## config.mk

```make
export PLATFORM = sky130hd
export DESIGN_NAME = penc_drain_seq_flat
export DESIGN_NICKNAME = d
export VERILOG_FILES = /design/src/rtl/penc_drain_seq_if.sv /design/src/rtl/penc_drain_seq.sv /design/src/flat_wrapper.sv
export SDC_FILE = /design/constraint.sdc
export NUM_CORES = 1
export LEC_CHECK = 0
export CORE_ASPECT_RATIO = 1.2
export CORE_MARGIN = 5
export CORE_UTILIZATION = 51
export CTS_CLUSTER_DIAMETER = 100
export DETAILED_ROUTE_END_ITERATION = 12
export PLACE_DENSITY_LB_ADDON = 0.12
export SETUP_SLACK_MARGIN = 0.2
export SYNTH_ARGS = -nofsm -noshare
export SYNTH_HDL_FRONTEND = slang
export SYNTH_SLANG_ARGS = --single-unit
```

## constraint.sdc

```tcl
create_clock -name clk -period 3.25 [get_ports clk]
set_clock_uncertainty 0.05 [all_clocks]
set_input_delay 0.8125 -clock clk [delete_from_list [all_inputs] [get_ports clk]]
set_output_delay 0.8125 -clock clk [all_outputs]
set_load 0.03 [all_outputs]
```

## src/rtl/penc_drain_seq_if.sv

```systemverilog
// Request-vector / index-stream handshake bundle for penc_drain_seq.
// slave: the encoder side; master: the producer/consumer side.
interface penc_drain_seq_if #(
  parameter int unsigned NBITS = 16
);
  localparam int unsigned IDXW = $clog2(NBITS);

  logic             in_val;
  logic             in_rdy;
  logic [NBITS-1:0] in_;
  logic             out_val;
  logic             out_rdy;
  logic [IDXW-1:0]  out;
  logic             out_last;

  modport slave (
    input  in_val,
    input  in_,
    input  out_rdy,
    output in_rdy,
    output out_val,
    output out,
    output out_last
  );

  modport master (
    output in_val,
    output in_,
    output out_rdy,
    input  in_rdy,
    input  out_val,
    input  out,
    input  out_last
  );
endinterface

```

## src/rtl/penc_drain_seq.sv

```systemverilog
// Sequential priority encoder: drains an NBITS request mask as a priority-ordered index stream.
// Define PENC_DRAIN_SEQ_COUNT_EN to add the registered pending_cnt popcount output.
module penc_drain_seq #(
  parameter int unsigned NBITS    = 16,
  parameter int unsigned MSB_PRIO = 0
) (
  input  logic                         clk,
  input  logic                         reset,
  penc_drain_seq_if.slave              bus
`ifdef PENC_DRAIN_SEQ_COUNT_EN
  ,
  output logic [$clog2(NBITS+1)-1:0]   pending_cnt
`endif
);

  localparam int unsigned IDXW = $clog2(NBITS);
  localparam int unsigned CNTW = $clog2(NBITS + 1);
  localparam logic [NBITS-1:0] LSB1 = {{(NBITS-1){1'b0}}, 1'b1};

  typedef enum logic {
    IDLE,
    DRAIN
  } state_e;

  state_e           state_q, state_d;
  logic [NBITS-1:0] pending_q, pending_d;
  logic [IDXW-1:0]  head_idx;
  logic             head_last;
  logic             in_fire;
  logic             out_fire;
  logic             in_nz;

  // Later matches overwrite earlier ones, so scan toward the highest-priority end.
  function automatic logic [IDXW-1:0] prio_idx(input logic [NBITS-1:0] v);
    logic [IDXW-1:0] idx;
    idx = '0;
    if (MSB_PRIO != 0) begin
      for (int unsigned i = 0; i < NBITS; i++) begin
        if (v[i]) idx = IDXW'(i);
      end
    end else begin
      for (int unsigned i = NBITS; i > 0; i--) begin
        if (v[i-1]) idx = IDXW'(i - 1);
      end
    end
    return idx;
  endfunction

  always_comb begin
    head_idx  = prio_idx(pending_q);
    head_last = (pending_q != '0) && ((pending_q & (pending_q - LSB1)) == '0);
    in_nz     = (bus.in_ != '0);
  end

  // in_rdy is gated by the raw reset input so it stays low for the whole reset pulse,
  // and in DRAIN it follows out_rdy combinationally to allow bubble-free reload.
  always_comb begin
    bus.out_val  = (state_q == DRAIN);
    bus.out      = (state_q == DRAIN) ? head_idx : '0;
    bus.out_last = (state_q == DRAIN) && head_last;
    bus.in_rdy   = reset && ((state_q == IDLE) ||
                             ((state_q == DRAIN) && head_last && bus.out_rdy));
    out_fire     = bus.out_val && bus.out_rdy;
    in_fire      = bus.in_val && bus.in_rdy;
  end

  always_comb begin
    state_d   = state_q;
    pending_d = pending_q;
    if (out_fire) begin
      pending_d = pending_q & ~(LSB1 << head_idx);
      if (head_last) state_d = IDLE;
    end
    if (in_fire) begin
      pending_d = bus.in_;
      state_d   = in_nz ? DRAIN : IDLE;
    end
  end

`ifdef PENC_DRAIN_SEQ_COUNT_EN
  logic [CNTW-1:0] cnt_q, cnt_d;

  function automatic logic [CNTW-1:0] popcount(input logic [NBITS-1:0] v);
    logic [CNTW-1:0] n;
    n = '0;
    for (int unsigned i = 0; i < NBITS; i++) begin
      n = n + CNTW'(v[i]);
    end
    return n;
  endfunction

  always_comb begin
    cnt_d = cnt_q;
    if (in_fire) begin
      cnt_d = popcount(bus.in_);
    end else if (out_fire) begin
      cnt_d = cnt_q - CNTW'(1);
    end
  end

  assign pending_cnt = cnt_q;
`endif

  always_ff @(posedge clk or negedge reset) begin
    if (!reset) begin
      state_q   <= IDLE;
      pending_q <= '0;
`ifdef PENC_DRAIN_SEQ_COUNT_EN
      cnt_q     <= '0;
`endif
    end else begin
      state_q   <= state_d;
      pending_q <= pending_d;
`ifdef PENC_DRAIN_SEQ_COUNT_EN
      cnt_q     <= cnt_d;
`endif
    end
  end

endmodule
```

## src/flat_wrapper.sv

```systemverilog
// flat-port wrapper written by rule: the top's interface ports become plain ports
module penc_drain_seq_flat 
#(
  parameter int unsigned NBITS    = 16,
  parameter int unsigned MSB_PRIO = 0
)
  (clk, reset, bus_in_val, bus_in_, bus_out_rdy, bus_in_rdy, bus_out_val, bus_out, bus_out_last);
  penc_drain_seq_if #(.NBITS(NBITS)) bus_i ();
  input  logic clk;
  input  logic reset;
  input wire logic [$bits(bus_i.in_val)-1:0] bus_in_val;
  input wire logic [$bits(bus_i.in_)-1:0] bus_in_;
  input wire logic [$bits(bus_i.out_rdy)-1:0] bus_out_rdy;
  output wire logic [$bits(bus_i.in_rdy)-1:0] bus_in_rdy;
  output wire logic [$bits(bus_i.out_val)-1:0] bus_out_val;
  output wire logic [$bits(bus_i.out)-1:0] bus_out;
  output wire logic [$bits(bus_i.out_last)-1:0] bus_out_last;
  assign bus_i.in_val = bus_in_val;
  assign bus_i.in_ = bus_in_;
  assign bus_i.out_rdy = bus_out_rdy;
  assign bus_in_rdy = bus_i.in_rdy;
  assign bus_out_val = bus_i.out_val;
  assign bus_out = bus_i.out;
  assign bus_out_last = bus_i.out_last;
  penc_drain_seq #(.NBITS(NBITS), .MSB_PRIO(MSB_PRIO)) u_core (.clk(clk), .reset(reset), .bus(bus_i));
endmodule
```

== Word level (Yosys, flattened, before mapping) ==
Index checks and enable logic that the tools add are counted.
Word-level totals
  bits in registers: 17
  logic and storage cells: 44
  bits of input ports: 20
Cells by class
  shifts and indexed selects: 1
  muxes and demuxes: 23
  add/subtract/negate cells: 1
  bitwise operators: 4
  reduce and logical (&&, ||, !) cells: 13
Operators with widths (count)
  4-bit two-way mux: 17
  16-bit bitwise AND: 2
  16-bit two-way mux: 2
  16-bit nonzero test: 2
  16-bit zero test: 1
  16-bit inverter: 1
  1-bit by 4-bit << shifter with 16-bit output (first input constant): 1
  16-bit by 1-bit subtractor with 16-bit output (second input constant): 1
  1-bit logical AND: 6
  1-bit two-way mux: 4
  2-bit nonzero test: 2
  2-bit AND reduction: 1
  1-bit logical OR: 1
  1-bit inverter: 1

== Logic depth before layout (Yosys ltp) ==
  depth in word-level cells: 21
  depth in mapped cells: 9
  mapped depth without buffers: 6

== Worst setup path after synthesis ==
No wires, ideal clock.
  path type: register -> output
  start point: reg u_core.pending_q[3]
  end point: out bus_in_rdy
  slack: -0.373 ns
  buffers on the path: 2
  data arrival time: 2.761 ns
  stages on the path, launching flop included: 9
  cells stage by stage: dfrtp_1 buf_6 or4_4 buf_6 o41ai_1 nand4_1 nor4_4 a21boi_0 nor2b_1
Between the ends
  word-level cells in the longest chain between the ends: 8
Ends and longest elaborated chain
  start: declaration: RTL line penc_drain_seq.sv:26  | logic [NBITS-1:0] pending_q, pending_d;
  start signal: assignment: RTL line penc_drain_seq.sv:113  | pending_q <= pending_d;
  16-bit by 1-bit subtractor with 16-bit output: RTL line penc_drain_seq.sv:51  | head_last = (pending_q != '0) && ((pending_q & (pending_q - LSB1)) == '0);
  16-bit bitwise AND: RTL line penc_drain_seq.sv:51
  16-bit zero test: RTL line penc_drain_seq.sv:51
  1-bit logical AND (*): RTL line penc_drain_seq.sv:51
  1-bit logical AND (*)
  named net bus_out_last: RTL line flat_wrapper.sv:17  | output wire logic [$bits(bus_i.out_last)-1:0] bus_out_last;
  1-bit logical AND (*): RTL line penc_drain_seq.sv:62  | ((state_q == DRAIN) && head_last && bus.out_rdy));
  1-bit logical OR (*): RTL line penc_drain_seq.sv:61  | bus.in_rdy = reset && ((state_q == IDLE) ||
  1-bit logical AND (*): RTL line penc_drain_seq.sv:61
  end: declaration: RTL line flat_wrapper.sv:14  | output wire logic [$bits(bus_i.in_rdy)-1:0] bus_in_rdy;
Mark *: on every way through the listed nets, which the timed path passes. The rest lies on a longest branch.

== Worst setup path after layout ==
  start point: reg u_core.pending_q[3]
  end point: out bus_in_rdy
Between the ends
  word-level cells in the longest chain between the ends: 8
Ends and longest elaborated chain (RTL line)
  16-bit by 1-bit subtractor with 16-bit output: penc_drain_seq.sv:51
  16-bit bitwise AND: penc_drain_seq.sv:51
  16-bit zero test: penc_drain_seq.sv:51
  1-bit logical AND (*): penc_drain_seq.sv:51
  1-bit logical AND (*) (2 in a row): penc_drain_seq.sv:62
  1-bit logical OR (*): penc_drain_seq.sv:61
  1-bit logical AND (*): penc_drain_seq.sv:61
Every way passes the cells marked *; elsewhere a longest branch is shown, timed or not.

==> impl_metrics.ini <==
[status]
status = finished with violations
violations = negative setup slack

[yosys]
synth_top_area_share_pct = 32.88
synth_area_mm2 = 0.001294
yosysSeqAreaShare_pct = 32.88
syn_inst = 141
syn_avg_cell_area_um2 = 9.175
synth_area_leader_cell = dfrtp_1
ys_top_cells_by_count = dfrtp_1 (17), a21o_1 (14), nor2_1 (12), o21ai_0 (9), nor4_1 (8)
synth_compound_area_share_pct = 33.46
ys_async_sr_fraction_pct = 100.0
synth_cell_type_count = 46
synthFlopType = dfrtp_1
synth_area_leaders = dfrtp_1 (33%), a21o_1 (8.1%), nor4_1 (3.9%)
synth_top_family_by_area = compound AO/OA/AOI/OAI gates
yosys_warnings = 0
ys_ff_latch = 17
synth_xor_area_share_pct = 0.6770
synthMuxAreaShare_pct = 0.8704
synth_simple_gate_area_share_pct = 27.56
synth_edf_count = 0
syn_nets = 161
synth_most_common_cell = dfrtp_1
synth-adder-area-share_pct = 0

[place]
pre_cts_slack_ps = 162.9
io_buffers = 26
hpwl_um = 2927
place_congestion = 1.016
place_area_mm2 = 0.001629

[routing]
drc_errors = 0
num_vias = 1450
firstDrtPassIters = 4
viasPerCell = 6.561
finalWirelength_um = 4220
antenna_left = 0
wl_per_cell_um = 19.10
drt_iter0_markers = 71

[global_routing]
use_met3_pct = 2.358
grt_first_pass_wirelength_um = 6803
antenna_found_initial = 0
grt_max_degree = 18
use_met1_pct = 31.23
use_met2_pct = 38.16
grt_pass1_vias = 1389
track_usage_pct = 23.58
top_usage_layer = met2
gr-total-overflow = 0

[worst_setup_path]
crit_fanout = 6
critPathMaxStageDelay_ps = 560
r2r_cells = 9
r2r_slack_ps = 500
critPathLaunchType = flop
r2r-end = u_core.pending_q[7]$_DFFE_PN0P_
critPathRequiredTime_ps = 2390
rr_startpoint = u_core.pending_q[5]$_DFFE_PN0P_
slowest_stage = or4_4
end_kind = primary output
crit_chain = or4_4 > buf_4 > a211oi_1 > o21ai_1 > nor4_4 > a21boi_2 > nor2b_2 > buf_6
cp_data_arrival_time_ps = 2520
worstSetupPathType = flop to primary output

[floorplan]
start_util_pct = 52.22
ios = 27
die_w_um = 55.98
core_area_mm2 = 0.002477
rows = 20
die_area_mm2 = 0.003648
die_h_um = 65.17

[final_layout]
area_delta_synth_final_pct = 45.07
drive_gt1_share_pct = 36.70
final_cell_area_mm2 = 0.001877
fillers = 185
diodes = 0
nets = 209

[clock_tree]
cts_htree_levels = 1
clockBufferDepth = 2
clock_sinks = 17
hold_buffers = 0
cts-root-buf = clkbuf_4
clkTransAtPathRegs_ps = 90
cts_tree = done
clock_latency_ps = 290
cts_buffers = 3

[sta]
hold_viol = 0
relSlewSlack_pct = 65.12
finalSetupViolCount = 2
min_period_ps = 3380
tns_ps = -174.1
slew_violations = 0
rsz0062_at_grt = true
holdWs_ps = 607.2
setup_slack_ps = -129.9
tightestPinTransition_ps = 520.1
fin_crit_sh_pct = 104.0
max_freq_mhz = 295.9

[min_path]
min_path_type = flop to flop
holdPathEnd = u_core.pending_q[7]$_DFFE_PN0P_
min_from = u_core.pending_q[7]$_DFFE_PN0P_
whs_path_depth = 2

[power]
p_per_area_mw_per_mm2 = 1302
power.leakage_nw = 0.8968
peakVddDrop_mv = 1.325

[flow_run]
cap_violations = 0
## report_power, final
| part | total [W] | switching, W | internal, W | leakage [nW] |
|---|---|---|---|---|
| Sequential | 0.000435 | 0.000134 | 0.000301 | 0.208 |
| Combinational | 0.00189 | 0.000989 | 0.000906 | 0.674 |
| Clock | 0.000114 | 0.0000659 | 0.0000477 | 0.0150 |
| Total | 0.00244 | 0.00119 | 0.00125 | 0.897 |
## flip-flops by register name (all words and copies together) (netlist names)
signal,count
u_core.bus.out_val,1
u_core.pending_q,16
## kinds of logic after synthesis
group,after synthesis
flip-flops,17
buffers and inverters,9
AND/OR/NAND/NOR,60
XOR/XNOR,1
multiplexers,1
AO/OA/AOI/OAI,53
## worst max path at each step
stage                                    start    endpoint  slack (ps)  cells after the start
6_report       u_core.pending_q[3]$_DFFE_PN0P_  bus_in_rdy        -130                      8
5_1_grt        u_core.pending_q[5]$_DFFE_PN0P_  bus_in_rdy        -200                      7
4_1_cts        u_core.pending_q[3]$_DFFE_PN0P_  bus_in_rdy         -60                      7
3_5_place_dp   u_core.pending_q[6]$_DFFE_PN0P_  bus_in_rdy         160                      7
3_3_place_gp   u_core.pending_q[6]$_DFFE_PN0P_  bus_in_rdy         220                      7
2_1_floorplan  u_core.pending_q[2]$_DFFE_PN0P_  bus_in_rdy        -120                      8
## cell type report
type	instances	area, µm²	area share, %
clock buffers	4	26.28	1.400
flip-flops and latches	17	435.4	23.20
well taps	33	41.29	2.200
inverters	2	7.507	0.4000
multi-input cells	115	915.9	48.80
repair buffers	50	450.4	24.00
## per-stage QoR
step / total power, W / instances / util (%)
after floorplan: 0.001410 / 141 / -
after global placement: 0.001858 / 204 / 65.76
after detailed placement: 0.001881 / 204 / 65.76
after CTS: 0.002189 / 217 / 72.22
after global routing: 0.002576 / 221 / 75.76
final: 0.002443 / 221 / 75.76
## critical path: cells and delay by family, from the launching register on
kind | cells | cell delay (ps)
buf+inv | 2 | 320
simple gates | 3 | 1050
compound gates | 3 | 450
flops | 1 | 410
## routing by layer
metal / share of wire, % / up-vias
li1: - / 656
met1: 42 / 702
met2: 46 / 78
met3: 8.0 / 14
met4: 4.1 / 0
met5: 0 / -
## repair_timing
item	4_1_cts	5_1_grt
pin swaps	8	8
resized for setup	20	17
buffers inserted	9	4
endpoints found under the setup margin	4	5
## placed cells by master, fill, tap and decap left out, types with 5 or more instances in the layout
cell / instances
dfrtp_2: 8
nor2_1: 9
buf_4: 22
nor3_1: 5
nor4_1: 7
a21o_1: 14
or2_2: 6
o211a_1: 5
buf_6: 6
o21ai_0: 8
clkdlybuf4s50_1: 20
dfrtp_1: 9
No activity file was read; power rests on OpenSTA's default activity.
